<file path="src/rtl/uart_pkg.sv">
`default_nettype none
// ============================================================================
// Module   : uart_pkg
// Brief    : Shared types and helpers for the UART transmit path.
// Revision : 1.0 - initial release
// ============================================================================
package uart_pkg;

  typedef enum logic [2:0] {
    ST_IDLE   = 3'd0,
    ST_START  = 3'd1,
    ST_DATA   = 3'd2,
    ST_PARITY = 3'd3,
    ST_STOP   = 3'd4
  } uart_tx_state_t;

  localparam logic PAR_EVEN = 1'b0;
  localparam logic PAR_ODD  = 1'b1;

  // Bit periods in one frame: start + data + optional parity + one or two stops.
  function automatic int unsigned uart_frame_bits(input int unsigned width,
                                                  input logic par_en,
                                                  input logic stop2);
    return 32'd2 + width + {31'd0, par_en} + {31'd0, stop2};
  endfunction

endpackage
`default_nettype wire

</file>
<file path="src/rtl/uart_tx_fifo.sv">
`default_nettype none
// ============================================================================
// Module   : uart_tx_fifo
// Brief    : Synchronous first-word-fall-through FIFO with full/empty/count.
// Revision : 1.0 - initial release
// ============================================================================
module uart_tx_fifo #(
  parameter int WIDTH      = 8,
  parameter int FIFO_DEPTH = 4
) (
  input  logic                          clk,
  input  logic                          rst,
  input  logic                          i_wr_en,
  input  logic [WIDTH-1:0]              i_wr_data,
  input  logic                          i_rd_en,
  output logic [WIDTH-1:0]              o_rd_data,
  output logic                          o_full,
  output logic                          o_empty,
  output logic [$clog2(FIFO_DEPTH):0]   o_count
);

  localparam int AW = $clog2(FIFO_DEPTH);

  logic [WIDTH-1:0] r_mem [FIFO_DEPTH];
  logic [AW-1:0]    r_wr_ptr;
  logic [AW-1:0]    r_rd_ptr;
  logic [AW:0]      r_count;
  logic             w_wr;
  logic             w_rd;

  assign o_full    = (r_count == (AW+1)'(FIFO_DEPTH));
  assign o_empty   = (r_count == '0);
  assign o_count   = r_count;
  assign o_rd_data = r_mem[r_rd_ptr];
  assign w_wr      = i_wr_en && !o_full;
  assign w_rd      = i_rd_en && !o_empty;

  always_ff @(posedge clk) begin
    if (w_wr) begin
      r_mem[r_wr_ptr] <= i_wr_data;
    end
  end

  // Pointers wrap naturally because the depth is a power of two.
  always_ff @(posedge clk) begin
    if (rst) begin
      r_wr_ptr <= '0;
      r_rd_ptr <= '0;
      r_count  <= '0;
    end else begin
      if (w_wr) r_wr_ptr <= r_wr_ptr + 1'b1;
      if (w_rd) r_rd_ptr <= r_rd_ptr + 1'b1;
      case ({w_wr, w_rd})
        2'b10:   r_count <= r_count + 1'b1;
        2'b01:   r_count <= r_count - 1'b1;
        default: r_count <= r_count;
      endcase
    end
  end

endmodule
`default_nettype wire

</file>
<file path="src/rtl/uart_tx_frame.sv">
`default_nettype none
// ============================================================================
// Module   : uart_tx_frame
// Brief    : FIFO-fed UART transmitter with runtime prescale, parity, stop bits.
// Revision : 1.0 - initial release
// ============================================================================
module uart_tx_frame
  import uart_pkg::*;
#(
  parameter int WIDTH      = 8,
  parameter int FIFO_DEPTH = 4,
  parameter int PRESCALE_W = 16
) (
  input  logic                          CLK,
  input  logic                          RST,
  input  logic                          DATA_VALID,
  output logic                          DATA_READY,
  input  logic [WIDTH-1:0]              P_DATA,
  input  logic                          PAR_EN,
  input  logic                          PAR_TYP,
  input  logic                          STOP2,
  input  logic [PRESCALE_W-1:0]         PRESCALE,
  output logic                          TX_OUT,
  output logic                          Busy,
  output logic [$clog2(FIFO_DEPTH):0]   FIFO_COUNT
);

  localparam int               IDXW     = $clog2(WIDTH);
  localparam logic [IDXW-1:0]  LAST_IDX = IDXW'(WIDTH - 1);

  uart_tx_state_t         r_state;
  logic [WIDTH-1:0]       r_shift;
  logic [IDXW-1:0]        r_bit_idx;
  logic [PRESCALE_W-1:0]  r_cnt;
  logic [PRESCALE_W-1:0]  r_presc;
  logic                   r_par_en;
  logic                   r_par_bit;
  logic                   r_stop2;
  logic                   r_stop_idx;
  logic                   r_tx;

  logic                   w_push;
  logic                   w_pop;
  logic                   w_full;
  logic                   w_empty;
  logic                   w_tick;
  logic                   w_stop_last;
  logic [WIDTH-1:0]       w_fifo_data;
  logic [PRESCALE_W-1:0]  w_presc;

  assign DATA_READY  = !RST && !w_full;
  assign w_push      = DATA_VALID && DATA_READY;
  assign w_tick      = (r_cnt == '0);
  assign w_stop_last = (r_state == ST_STOP) && w_tick && (!r_stop2 || r_stop_idx);
  // Popping at the final stop cycle is what makes queued frames contiguous.
  assign w_pop       = !RST && !w_empty && ((r_state == ST_IDLE) || w_stop_last);
  assign w_presc     = (PRESCALE == '0) ? PRESCALE_W'(1) : PRESCALE;
  assign TX_OUT      = r_tx;
  assign Busy        = (r_state != ST_IDLE);

  uart_tx_fifo #(
    .WIDTH      (WIDTH),
    .FIFO_DEPTH (FIFO_DEPTH)
  ) u_fifo (
    .clk       (CLK),
    .rst       (RST),
    .i_wr_en   (w_push),
    .i_wr_data (P_DATA),
    .i_rd_en   (w_pop),
    .o_rd_data (w_fifo_data),
    .o_full    (w_full),
    .o_empty   (w_empty),
    .o_count   (FIFO_COUNT)
  );

  always_ff @(posedge CLK) begin
    if (RST) begin
      r_state    <= ST_IDLE;
      r_shift    <= '0;
      r_bit_idx  <= '0;
      r_cnt      <= '0;
      r_presc    <= '0;
      r_par_en   <= 1'b0;
      r_par_bit  <= 1'b0;
      r_stop2    <= 1'b0;
      r_stop_idx <= 1'b0;
      r_tx       <= 1'b1;
    end else if (w_pop) begin
      r_state    <= ST_START;
      r_shift    <= w_fifo_data;
      r_bit_idx  <= '0;
      r_par_en   <= PAR_EN;
      r_par_bit  <= (^w_fifo_data) ^ (PAR_TYP == PAR_ODD);
      r_stop2    <= STOP2;
      r_stop_idx <= 1'b0;
      r_presc    <= w_presc;
      r_cnt      <= w_presc - PRESCALE_W'(1);
      r_tx       <= 1'b0;
    end else if (r_state != ST_IDLE) begin
      if (!w_tick) begin
        r_cnt <= r_cnt - PRESCALE_W'(1);
      end else begin
        r_cnt <= r_presc - PRESCALE_W'(1);
        case (r_state)
          ST_START: begin
            r_state   <= ST_DATA;
            r_tx      <= r_shift[0];
            r_shift   <= r_shift >> 1;
            r_bit_idx <= '0;
          end
          ST_DATA: begin
            if (r_bit_idx == LAST_IDX) begin
              r_stop_idx <= 1'b0;
              if (r_par_en) begin
                r_state <= ST_PARITY;
                r_tx    <= r_par_bit;
              end else begin
                r_state <= ST_STOP;
                r_tx    <= 1'b1;
              end
            end else begin
              r_tx      <= r_shift[0];
              r_shift   <= r_shift >> 1;
              r_bit_idx <= r_bit_idx + 1'b1;
            end
          end
          ST_PARITY: begin
            r_state    <= ST_STOP;
            r_stop_idx <= 1'b0;
            r_tx       <= 1'b1;
          end
          ST_STOP: begin
            if (r_stop2 && !r_stop_idx) begin
              r_stop_idx <= 1'b1;
            end else begin
              r_state <= ST_IDLE;
            end
            r_tx <= 1'b1;
          end
          default: begin
            r_state <= ST_IDLE;
            r_tx    <= 1'b1;
          end
        endcase
      end
    end
  end

endmodule
`default_nettype wire

</file>
<file path="config.mk">
export PLATFORM = sky130hd
export DESIGN_NAME = uart_tx_frame
export DESIGN_NICKNAME = d
export VERILOG_FILES = /design/src/rtl/uart_pkg.sv /design/src/rtl/uart_tx_fifo.sv /design/src/rtl/uart_tx_frame.sv
export SDC_FILE = /design/constraint.sdc
export NUM_CORES = 1
export LEC_CHECK = 0
export CAP_MARGIN = 25
export CORE_UTILIZATION = 35
export DETAILED_ROUTE_END_ITERATION = 6
export PLACE_DENSITY = 0.62
export SETUP_SLACK_MARGIN = 0.5
export SLEW_MARGIN = 10
export SYNTH_ARGS = -nofsm -noshare
export SYNTH_HDL_FRONTEND = slang
export SYNTH_HIERARCHICAL = 1
export SYNTH_SLANG_ARGS = --single-unit
</file>
<file path="constraint.sdc">
create_clock -name CLK -period 5.2 [get_ports CLK]
set_input_delay 1.56 -clock CLK [delete_from_list [all_inputs] [get_ports CLK]]
set_output_delay 1.56 -clock CLK [all_outputs]
set_load 0.1 [all_outputs]
</file>
==> results of run 1 <==
[worst reg2reg max path, stage by stage (launching register included)]
cell	delay [ps]
dfxtp_1	480
nor3_2	140
or4b_4	600
nor3_4	380
a21oi_4	100
inv_2	80
buf_4	200
o21a_1	160
ha_1	200
inv_1	90
a221oi_2	350
nand4_1	170
or3_1	400
a311oi_1	260
[flip-flops by register name, summed over array words and instances (netlist names), named ones only]
signal and count:
u_fifo/r_mem 32, u_fifo/r_rd_ptr 2, r_presc 16, u_fifo/o_count 3
r_stop2 1, r_bit_idx 3, r_cnt 16, u_fifo/r_wr_ptr 2
r_par_bit 1, TX_OUT 1, r_par_en 1, r_stop_idx 1
r_shift 8, r_state 3
[cells by family (layout without fill, tap and decap cells)]
family	count (synthesis)	count (layout)	share of synthesized area, %
AO/OA/AOI/OAI	116	116	16.39
XOR/XNOR	17	17	3.192
adder cells (fa/ha/maj)	9	9	2.575
buffers and inverters	48	76	4.346
flip-flops	92	92	46.35
multiplexers	16	16	5.606
AND/OR/NAND/NOR	199	199	21.54
[worst max-delay path by stage]
stage	from	end	depth (start not counted)
after floorplan	RST	u_fifo/o_count[2]	17
after global placement	RST	r_cnt[12]	13
after detailed placement	RST	u_fifo/o_count[2]	14
after CTS	RST	u_fifo/o_count[2]	14
after global routing	RST	r_cnt[12]	13
final	RST	r_cnt[12]	13
[power by group through the flow]
stage	logic [W]	clock network (W)	registers, W
2_1_floorplan	0.000738	0	0.000916
6_report	0.000969	0.000651	0.000910
3_3_place_gp	0.000954	0	0.000920
4_1_cts	0.000965	0.000672	0.000908
3_5_place_dp	0.000960	0	0.000924
5_1_grt	0.00107	0.000698	0.000924
[through the flow]
stage,std cells,area (um2)
6_report,697,5444
5_1_grt,697,5444
4_1_cts,696,5436
3_5_place_dp,680,5142
3_3_place_gp,680,5142
2_1_floorplan,497,4696
[layout make-up]
class	count	area, um2
fill	1287	7381
multi-input combinational	357	2310
sequential	92	2162
timing repair buffer	42	395.4
clock buffer	9	225.2
tap	172	215.2
clock inverter	7	68.82
inverter	18	67.56
[per-layer routing]
metal	track usage, %	part of all wire [%]	wire (um)	vias to the layer above
met1	20.20	43	4800	1807
li1	-	-	-	1848
met2	29.88	50	5538	81
met5	0	0.072	8	-
met3	3.891	5.0	550	16
met4	5.357	1.4	150	2
[cells in the final DEF (no fill, tap or decap), types with 3 or more instances in the layout]
cell type        synthesis  final
a211o_1                  3      3
a211oi_1                 9      9
a21o_1                   3      3
a21oi_1                 39     39
a2bb2oi_1                4      4
a311oi_1                 3      3
a31oi_1                  7      7
and2_1                   8      8
buf_4                    0      7
clkbuf_16                0      9
clkdlybuf4s50_1          0     33
dfxtp_1                 60     60
edfxtp_1                32     32
ha_1                     8      8
inv_1                   16     16
inv_6                    0      3
inv_8                    0      3
mux2i_1                  7      7
mux4_2                   8      8
nand2_1                 57     57
nand2b_1                15     15
nand3_1                  6      6
nand3b_1                 4      4
nand4_1                  5      5
nor2_1                  52     51
nor3_1                  11     11
nor3b_1                  3      3
nor4_1                  12     12
o21ai_0                 20     20
o31ai_1                  8      8
or2_2                    3      3
or3_1                    8      8
xnor2_1                 11     11
xor2_1                   6      6
==> run_results.csv, run 1 <==
group,metric,value,unit
setup_path,r2r-end,"r_cnt[12]",
floorplanning,std_cell_rows,41,
finish,fin_nets,559,
global_route,grt_usage,16.92,%
floorplanning,die_h,117.4,um
route,viasPerCell,5.386,
finish,final_core_util,42.45,%
clock_network,cts_tree,"built",
synthesis,synthTopCellsByArea,"dfxtp_1 (26%), edfxtp_1 (21%), nand2_1 (4.6%)",
timing,finalHoldViolCount,0,
synthesis,async_flop_share,0,%
clock_network,postCtsHoldBufs,0,
setup_path,cp_data_required_time,5460,ps
global_route,grt_pass1_wl,18580,um
floorplanning,ios,36,
finish,drive_gt1_share,10.10,%
synthesis,synth-main-ff-cell,"dfxtp_1",
route,wl_per_cell,15.85,um
pwr,p_switching,0.001002,W
run_status,outcome,"complete, no violations",
global_route,grt_pass1_vias,3791,
timing,slew_headroom,35.00,%
place,gp_congestion,0.8410,
synthesis,ys_warn_count,6,
route,route.vias.total,3754,
pwr,seqPwrFrac,36.0,%
timing,clock-skew-final,8.629,ps
timing,finalCritPeriodShare,83.35,%
floorplanning,fp.dieArea,13790,um2
synthesis,netlist_instances,497,
route,drt_first_pass_iters,4,
synthesis,synthMostInstantiatedCell,"dfxtp_1",
synthesis,synth-edff-count,32,
clock_network,cts_max_level,3,
synthesis,synth_seq_cells,92,
setup_path,cp_data_arrival_time,4590,ps
pwr,p_leak,1.899,nW
pwr,ir_drop,0.2070,mV
setup_path,crit_chain,"buf_2 -> or4b_4 -> nor3_4 -> a21oi_4 -> inv_2 -> buf_4 -> o21a_1 -> ha_1 -> inv_1 -> a221oi_2 -> nand4_1 -> or3_1 -> a311oi_1",
global_route,grt_max_degree,63,
route,drt-initial-drc-count,242,
timing,holdWs,467.7,ps
place,post-place-ws,520.7,ps
pwr,p_clk_share,25.7,%
floorplanning,die_w,117.4,um
setup_path,crit_family,"simple AND/OR/NAND/NOR gates",
clock_network,cts_buffers,9,
place,portBuffers,35,
clock_network,root_buffer,"clkbuf_16",
worst_hold_path,worstHoldPathType,"flop to flop",
clock_network,clock_sinks,92,
synthesis,yosys.area.top_type,"dfxtp_1",
pwr,p_int,0.001529,W
worst_hold_path,hold_end,"r_presc[14]",
place,dp_hpwl,7597,um
clock_network,post_cts_buffers,0,
clock_network,clk_pin_slew_worst_paths,70,ps
setup_path,slowest_delay,540,ps
pwr,power_density,464.9,nW/um2
clock_network,clockBufferDepth,2,
synthesis,syn_area,4664,um2
clock_network,cts-resized-gates,0,
setup_path,ff2ff_path_depth,13,
setup_path,worstPathMaxFanout,18,
timing,rsz0062_at_grt,"false",
floorplanning,start_util,36.37,%
pwr,comb_power_share,38.3,%
setup_path,setup.worst_path.end_class,"flop",
worst_hold_path,hp-start,"r_presc[14]",
synthesis,synth_cell_types,64,
run,maxCapViolCount,0,
timing,worst_slew_pin_slew,972.0,ps
synthesis,syn-num-nets,536,
timing,drv_slew,0,
setup_path,r2r_start,"u_fifo/o_count[0]",
route,drt-total-wl,11050,um
clock_network,clock_latency,350,ps
route,ant_nets,0,
pwr,p_total,0.002531,W
floorplanning,coreArea,12820,um2
setup_path,cp_slowest_cell,"or4b_4",
synthesis,yosysSeqAreaShare,46.35,%
timing,worst_slack,865.9,ps
synthesis,avgSynthCellArea,9.385,um2
finish,syn2layout_area_growth,16.71,%
global_route,overflow,0,
synthesis,netlist.area_leader.share,25.75,%
global_route,antenna_found_initial,1,
setup_path,worstSetupStartpointType,"primary input",
finish,n_antenna_cell,0,
worst_hold_path,whs_path_depth,2,
setup_path,worstSetupPathType,"primary input to flop",
setup_path,regToRegSetupSlack,1520,ps
synthesis,synthTopCellsByCount,"dfxtp_1 (60), nand2_1 (57), nor2_1 (52)",
timing,finalSetupViolations,0,
timing,setup_tns,0,ps
route,drc,0,
timing,fmax,230.7,MHz
timing,fin_crit,4334,ps
setup_path,cp_num_buf_inv,4,
pwr,switching_share,39.60,%
(Power assumes the default switching activity.)
==> run 2: changes to the inputs <==
--- a/config.mk
+++ b/config.mk
@@ -8,7 +8,7 @@
 export CAP_MARGIN = 25
 export CORE_UTILIZATION = 35
 export DETAILED_ROUTE_END_ITERATION = 6
-export PLACE_DENSITY = 0.62
+export PLACE_DENSITY = 0.6
 export SETUP_SLACK_MARGIN = 0.5
 export SLEW_MARGIN = 10
 export SYNTH_ARGS = -nofsm -noshare
==> constraint.sdc (replaced) <==
create_clock -name CLK -period 4.03 [get_ports CLK]
set_input_delay 1.209 -clock CLK [delete_from_list [all_inputs] [get_ports CLK]]
set_output_delay 1.209 -clock CLK [all_outputs]
set_load 0.1 [all_outputs]
==> run 2 against run 1 <==
Effect of this change:
- design area increased by 4.8%
- sequential power increased by 29%
- count of clock-buffer cells in the layout unchanged
- global-route usage down 0.29 points
- cell count rose by 2.3%
- power up 35%
- critical path type unchanged
==> run_results.csv, run 2 (same netlist as run 1, synthesis figures left out) <==
group,metric,value,unit
place,dp_hpwl,7544,um
global_route,antenna_found_initial,1,
pwr,p_leak,2.030,nW
global_route,grt_pass1_wl,18370,um
setup_path,crit_end,"r_cnt[12]",
timing,finalHoldViolCount,0,
floorplanning,coreArea,12820,um2
timing,slew_headroom,35.26,%
place,portBuffers,35,
place,gp_congestion,0.8749,
setup_path,cp_data_arrival_time,3790,ps
worst_hold_path,worstHoldPathType,"flop to flop",
timing,finalCritPeriodShare,87.75,%
clock_network,clock_latency,350,ps
timing,clock-skew-final,9.896,ps
finish,fin_nets,574,
setup_path,critPathLaunch,"RST",
route,ant_nets,0,
clock_network,clk_pin_slew_worst_paths,70,ps
floorplanning,std_cell_rows,41,
clock_network,postCtsHoldBufs,0,
timing,drv_slew,0,
finish,largest_reg_flops,32,
run_status,outcome,"complete, no violations",
clock_network,clockBufferDepth,2,
setup_path,slowest_delay,500,ps
route,viasPerCell,5.306,
finish,final_core_util,44.49,%
timing,finalSetupViolations,0,
clock_network,root_buffer,"clkbuf_16",
floorplanning,fp.dieArea,13790,um2
clock_network,cts_buffers,9,
setup_path,setup.worst_path.end_class,"flop",
finish,mostFrequentLayoutCell,"dfxtp_1",
floorplanning,die_h,117.4,um
timing,rsz0062_at_grt,"true",
global_route,overflow,0,
finish,final_cell_mix,"dfxtp_1 (60), nand2_1 (57), nor2_1 (51)",
finish,syn2layout_area_growth,22.32,%
route,drt_first_pass_iters,4,
timing,fmax,282.8,MHz
run,maxCapViolCount,0,
place,dpl_cell_area,5231,um2
finish,drive_gt1_share,16.11,%
floorplanning,die_w,117.4,um
global_route,grt_max_degree,63,
setup_path,worstSetupStartpointType,"primary input",
route,drt-initial-drc-count,248,
setup_path,crit_chain,"buf_2 -> or4b_4 -> buf_4 -> or3_4 -> or3_1 -> a32oi_4 -> nand4_1 -> or3_1 -> a311oi_1",
global_route,grt_usage,16.63,%
setup_path,ff2ff_path_depth,9,
setup_path,cp_slowest_cell,"or4b_4",
setup_path,crit_top_cell,"or3_1",
timing,worst_slack,493.7,ps
setup_path,cp_data_required_time,4280,ps
place,post-place-ws,50.98,ps
timing,worst_slew_pin_slew,968.0,ps
route,wl_per_cell,15.75,um
timing,fin_crit,3536,ps
floorplanning,start_util,36.37,%
setup_path,r2r-end,"r_cnt[12]",
clock_network,cts_max_level,3,
clock_network,cts_tree,"built",
finish,top_register,"u_fifo/r_mem",
setup_path,regToRegSetupSlack,740,ps
timing,setup_tns,0,ps
route,drt-total-wl,11230,um
route,drc,0,
setup_path,worstPathMaxFanout,6,
finish,postLayoutCellArea,5705,um2
route,route.vias.total,3783,
pwr,ir_drop,0.3399,mV
pwr,power_density,598.6,nW/um2
floorplanning,ios,36,
clock_network,clock_sinks,92,
global_route,grt_pass1_vias,3748,
setup_path,r2r_start,"u_fifo/o_count[0]",
setup_path,worstSetupPathType,"primary input to flop",
finish,reg_top3,"u_fifo/r_mem x32, r_cnt x16, r_presc x16",
[run 2: repair_timing]
item / in CTS / in global routing
setup buffers: 0 / 7
resized for setup: 3 / 16
endpoints found under the setup margin: 4 / 6
pin swaps: 0 / 14
[run 2: per-layer routing]
metal / track usage [%] / wire, um / share of wire [%]
met5: 0 / 0 / 0
met4: 7.224 / 191 / 1.7
met3: 3.599 / 541 / 4.8
met2: 28.03 / 5652 / 50
met1: 20.36 / 4843 / 43
[run 2: critical path: cells and delay by family]
family / cells / cell delay [ps]
AOI/OAI and AO/OA: 2 / 500
buffers and inverters: 2 / 300
and+or+nand+nor: 5 / 1770
[run 2: through the flow]
stage	hold WS, ps	cells	total power (W)
5_1_grt	501.7	712	0.003615
6_report	460.0	713	0.003415
3_5_place_dp	458.6	688	0.002464
2_1_floorplan	428.7	497	0.002146
3_3_place_gp	439.7	688	0.002456
4_1_cts	468.1	704	0.003346
[run 2: how the worst min path moves through the flow]
| stage | start | end | slack [ps] | cells past startpoint |
|---|---|---|---|---|
| after CTS | r_presc[14] | r_presc[14] | 470 | 2 |
| after detailed placement | r_presc[14] | r_presc[14] | 460 | 2 |
| after global routing | r_stop2 | r_stop2 | 500 | 2 |
| final | r_presc[14] | r_presc[14] | 460 | 2 |
| after floorplan | r_presc[14] | r_presc[14] | 430 | 2 |
| after global placement | r_presc[14] | r_presc[14] | 440 | 2 |
[run 2: area by class of cell]
cell class	instances	area [um2]
Inverter	18	72.57
Clock buffer	9	225.2
Sequential cell	92	2162
Antenna cell	1	2.502
Multi-Input combinational cell	357	2436
Timing Repair Buffer	57	518.0
Tap cell	172	215.2
Fill cell	1225	7119
Clock inverter	7	73.82
[run 2: report_power, final]
| group | switching, W | leakage [nW] | internal [W] |
|---|---|---|---|
| logic | 0.000851 | 1.10 | 0.000547 |
| clock network | 0.000406 | 0.150 | 0.000445 |
| registers | 0.000101 | 0.779 | 0.00107 |
| total | 0.00136 | 2.03 | 0.00206 |
==> run 3: changes to the inputs <==
--- a/config.mk
+++ b/config.mk
@@ -6,11 +6,12 @@
 export NUM_CORES = 1
 export LEC_CHECK = 0
 export CAP_MARGIN = 25
+export CELL_PAD_IN_SITES_DETAIL_PLACEMENT = 1
+export CELL_PAD_IN_SITES_GLOBAL_PLACEMENT = 1
 export CORE_UTILIZATION = 35
 export DETAILED_ROUTE_END_ITERATION = 6
-export PLACE_DENSITY = 0.6
+export PLACE_DENSITY = 0.72
 export SETUP_SLACK_MARGIN = 0.5
-export SLEW_MARGIN = 10
 export SYNTH_ARGS = -nofsm -noshare
 export SYNTH_HDL_FRONTEND = slang
 export SYNTH_HIERARCHICAL = 1
==> run 3 against run 2 <==
Effect of this change:
- register-to-register slack got worse by 80 ps
- first-iteration DRC count decreased by 27%
- count of clock-buffer cells in the layout increased by 1
- setup slack got worse by 30 ps
- flip-flop and latch count did not move
- routed wire length up 15%
- clock power decreased by 4.5%
- cell count up 0.70%
- non-clock buffer count increased by 6
- critical endpoint unchanged
- largest cell class unchanged
- highest routed layer unchanged
==> run_results.csv, run 3 (same netlist as run 1, synthesis figures left out) <==
group,metric,value,unit
run_status,outcome,"complete, no violations",
global_route,grt_pass1_wl,21620,um
global_route,overflow,0,
setup_path,cp_data_arrival_time,3840,ps
setup_path,slowest_delay,520,ps
place,place_inst,692,
finish,largest_reg_flops,32,
place,portBuffers,35,
setup_path,cp_num_buf_inv,2,
setup_path,crit_top_cell,"or3_1",
timing,clock-skew-final,11.12,ps
global_route,grt_pass1_vias,4199,
finish,n_antenna_cell,0,
route,drc,0,
clock_network,clk_pin_slew_worst_paths,70,ps
setup_path,setup.worst_path.end_class,"flop",
global_route,antenna_found_initial,0,
floorplanning,std_cell_rows,41,
pwr,power_density,602.9,nW/um2
pwr,p_total,0.003455,W
floorplanning,die_w,117.4,um
setup_path,cp_data_required_time,4300,ps
setup_path,worstSetupStartpointType,"primary input",
floorplanning,coreArea,12820,um2
timing,finalSetupViolations,0,
place,post-place-ws,-27.83,ps
route,route.vias.total,3896,
clock_network,clock_sinks,92,
setup_path,worstSetupPathType,"primary input to flop",
timing,setup_tns,0,ps
finish,final_cell_mix,"dfxtp_1 (60), nand2_1 (57), nor2_1 (50)",
pwr,ir_drop,0.3996,mV
run,maxCapViolCount,0,
global_route,grt_max_degree,56,
timing,fmax,280.4,MHz
route,drt-initial-drc-count,182,
timing,fin_crit,3566,ps
finish,final_core_util,44.69,%
floorplanning,start_util,36.37,%
clock_network,clock_latency,360,ps
route,drt_first_pass_iters,4,
worst_hold_path,worstHoldPathType,"flop to flop",
timing,worst_slack,463.7,ps
place,dp_hpwl,9026,um
floorplanning,die_h,117.4,um
finish,syn2layout_area_growth,22.88,%
setup_path,crit_chain,"buf_8 -> or4b_4 -> buf_4 -> or3_4 -> or3_1 -> a32oi_2 -> nand4_1 -> or3_1 -> a311oi_1",
route,drt-total-wl,12870,um
route,viasPerCell,5.426,
timing,worst_slew_pin_slew,963.1,ps
finish,top_register,"u_fifo/r_mem",
setup_path,cp_slowest_cell,"or4b_4",
timing,finalCritPeriodShare,88.49,%
finish,drive_gt1_share,16.67,%
setup_path,crit_family,"simple AND/OR/NAND/NOR gates",
floorplanning,ios,36,
place,gp_congestion,0.8353,
timing,slew_headroom,35.59,%
clock_network,clockBufferDepth,2,
timing,rsz0062_at_grt,"true",
floorplanning,fp.dieArea,13790,um2
clock_network,cts_buffers,9,
clock_network,root_buffer,"clkbuf_16",
clock_network,postCtsHoldBufs,0,
global_route,grt_usage,20.01,%
finish,fin_nets,580,
timing,finalHoldViolCount,0,
clock_network,cts_max_level,3,
timing,drv_slew,0,
setup_path,worstPathMaxFanout,6,
clock_network,cts_tree,"built",
finish,reg_top3,"u_fifo/r_mem x32, r_cnt x16, r_presc x16",
pwr,p_leak,2.053,nW
finish,fin_cells,718,
route,ant_nets,0,
finish,mostFrequentLayoutCell,"dfxtp_1",
route,wl_per_cell,17.92,um
run 3: cell count changes in the layout (fill, tap and decap cells not counted), sizes merged:
cell / previous run / this run
buf: 27 / 34
clkdlybuf4s50: 26 / 25
clkinv: 0 / 3
clkinvlp: 0 / 1
diode: 1 / 0
dlymetal6s2s: 3 / 4
inv: 25 / 20
run 3: repair_timing:
item,in CTS,in global routing
endpoints found under the setup margin,5,12
gates resized for setup,8,13
pin swaps,7,13
setup buffers,4,5
hold endpoints to repair,0,0
run 3: area by class of cell:
class                   count  area, um2
inverters                  18      70.07
clock inverters             6      47.55
flip-flops and latches     92       2162
well taps                 172      215.2
multi-input cells         357       2416
repair buffers             63      591.8
clock buffers              10      229.0
fillers                  1444       7093
run 3: layer usage:
layer	GRT usage [%]	wire length, um
met1	24.18	5655
met2	33.54	6258
met3	6.420	685
met4	6.412	268
met5	0	0
run 3: tightest hold or removal path: cells and delay by family (launching register included):
family          cells  cell delay (ps)
flops               1              310
simple gates        1               50
compound gates      1               50
run 3: worst paths after layout:
path                startpoint          end  slack, ps  cells past startpoint
max                        RST    r_cnt[12]        460                      9
min                r_presc[14]  r_presc[14]        460                      2
max reg2reg  u_fifo/o_count[0]    r_cnt[12]        660                      9
min reg2reg        r_presc[14]  r_presc[14]        460                      2
run 3: metrics by stage:
stage	cell area (um2)	hold WS (ps)
2_1_floorplan	4742	428.7
4_1_cts	5620	470.0
3_5_place_dp	5274	460.3
5_1_grt	5732	484.2
3_3_place_gp	5274	439.0
6_report	5732	463.6
run 3: power breakdown:
part / internal [W] / switching (W)
Combinational: 0.000599 / 0.000873
Sequential: 0.00107 / 0.000104
Clock: 0.000424 / 0.000389
Total: 0.00209 / 0.00137
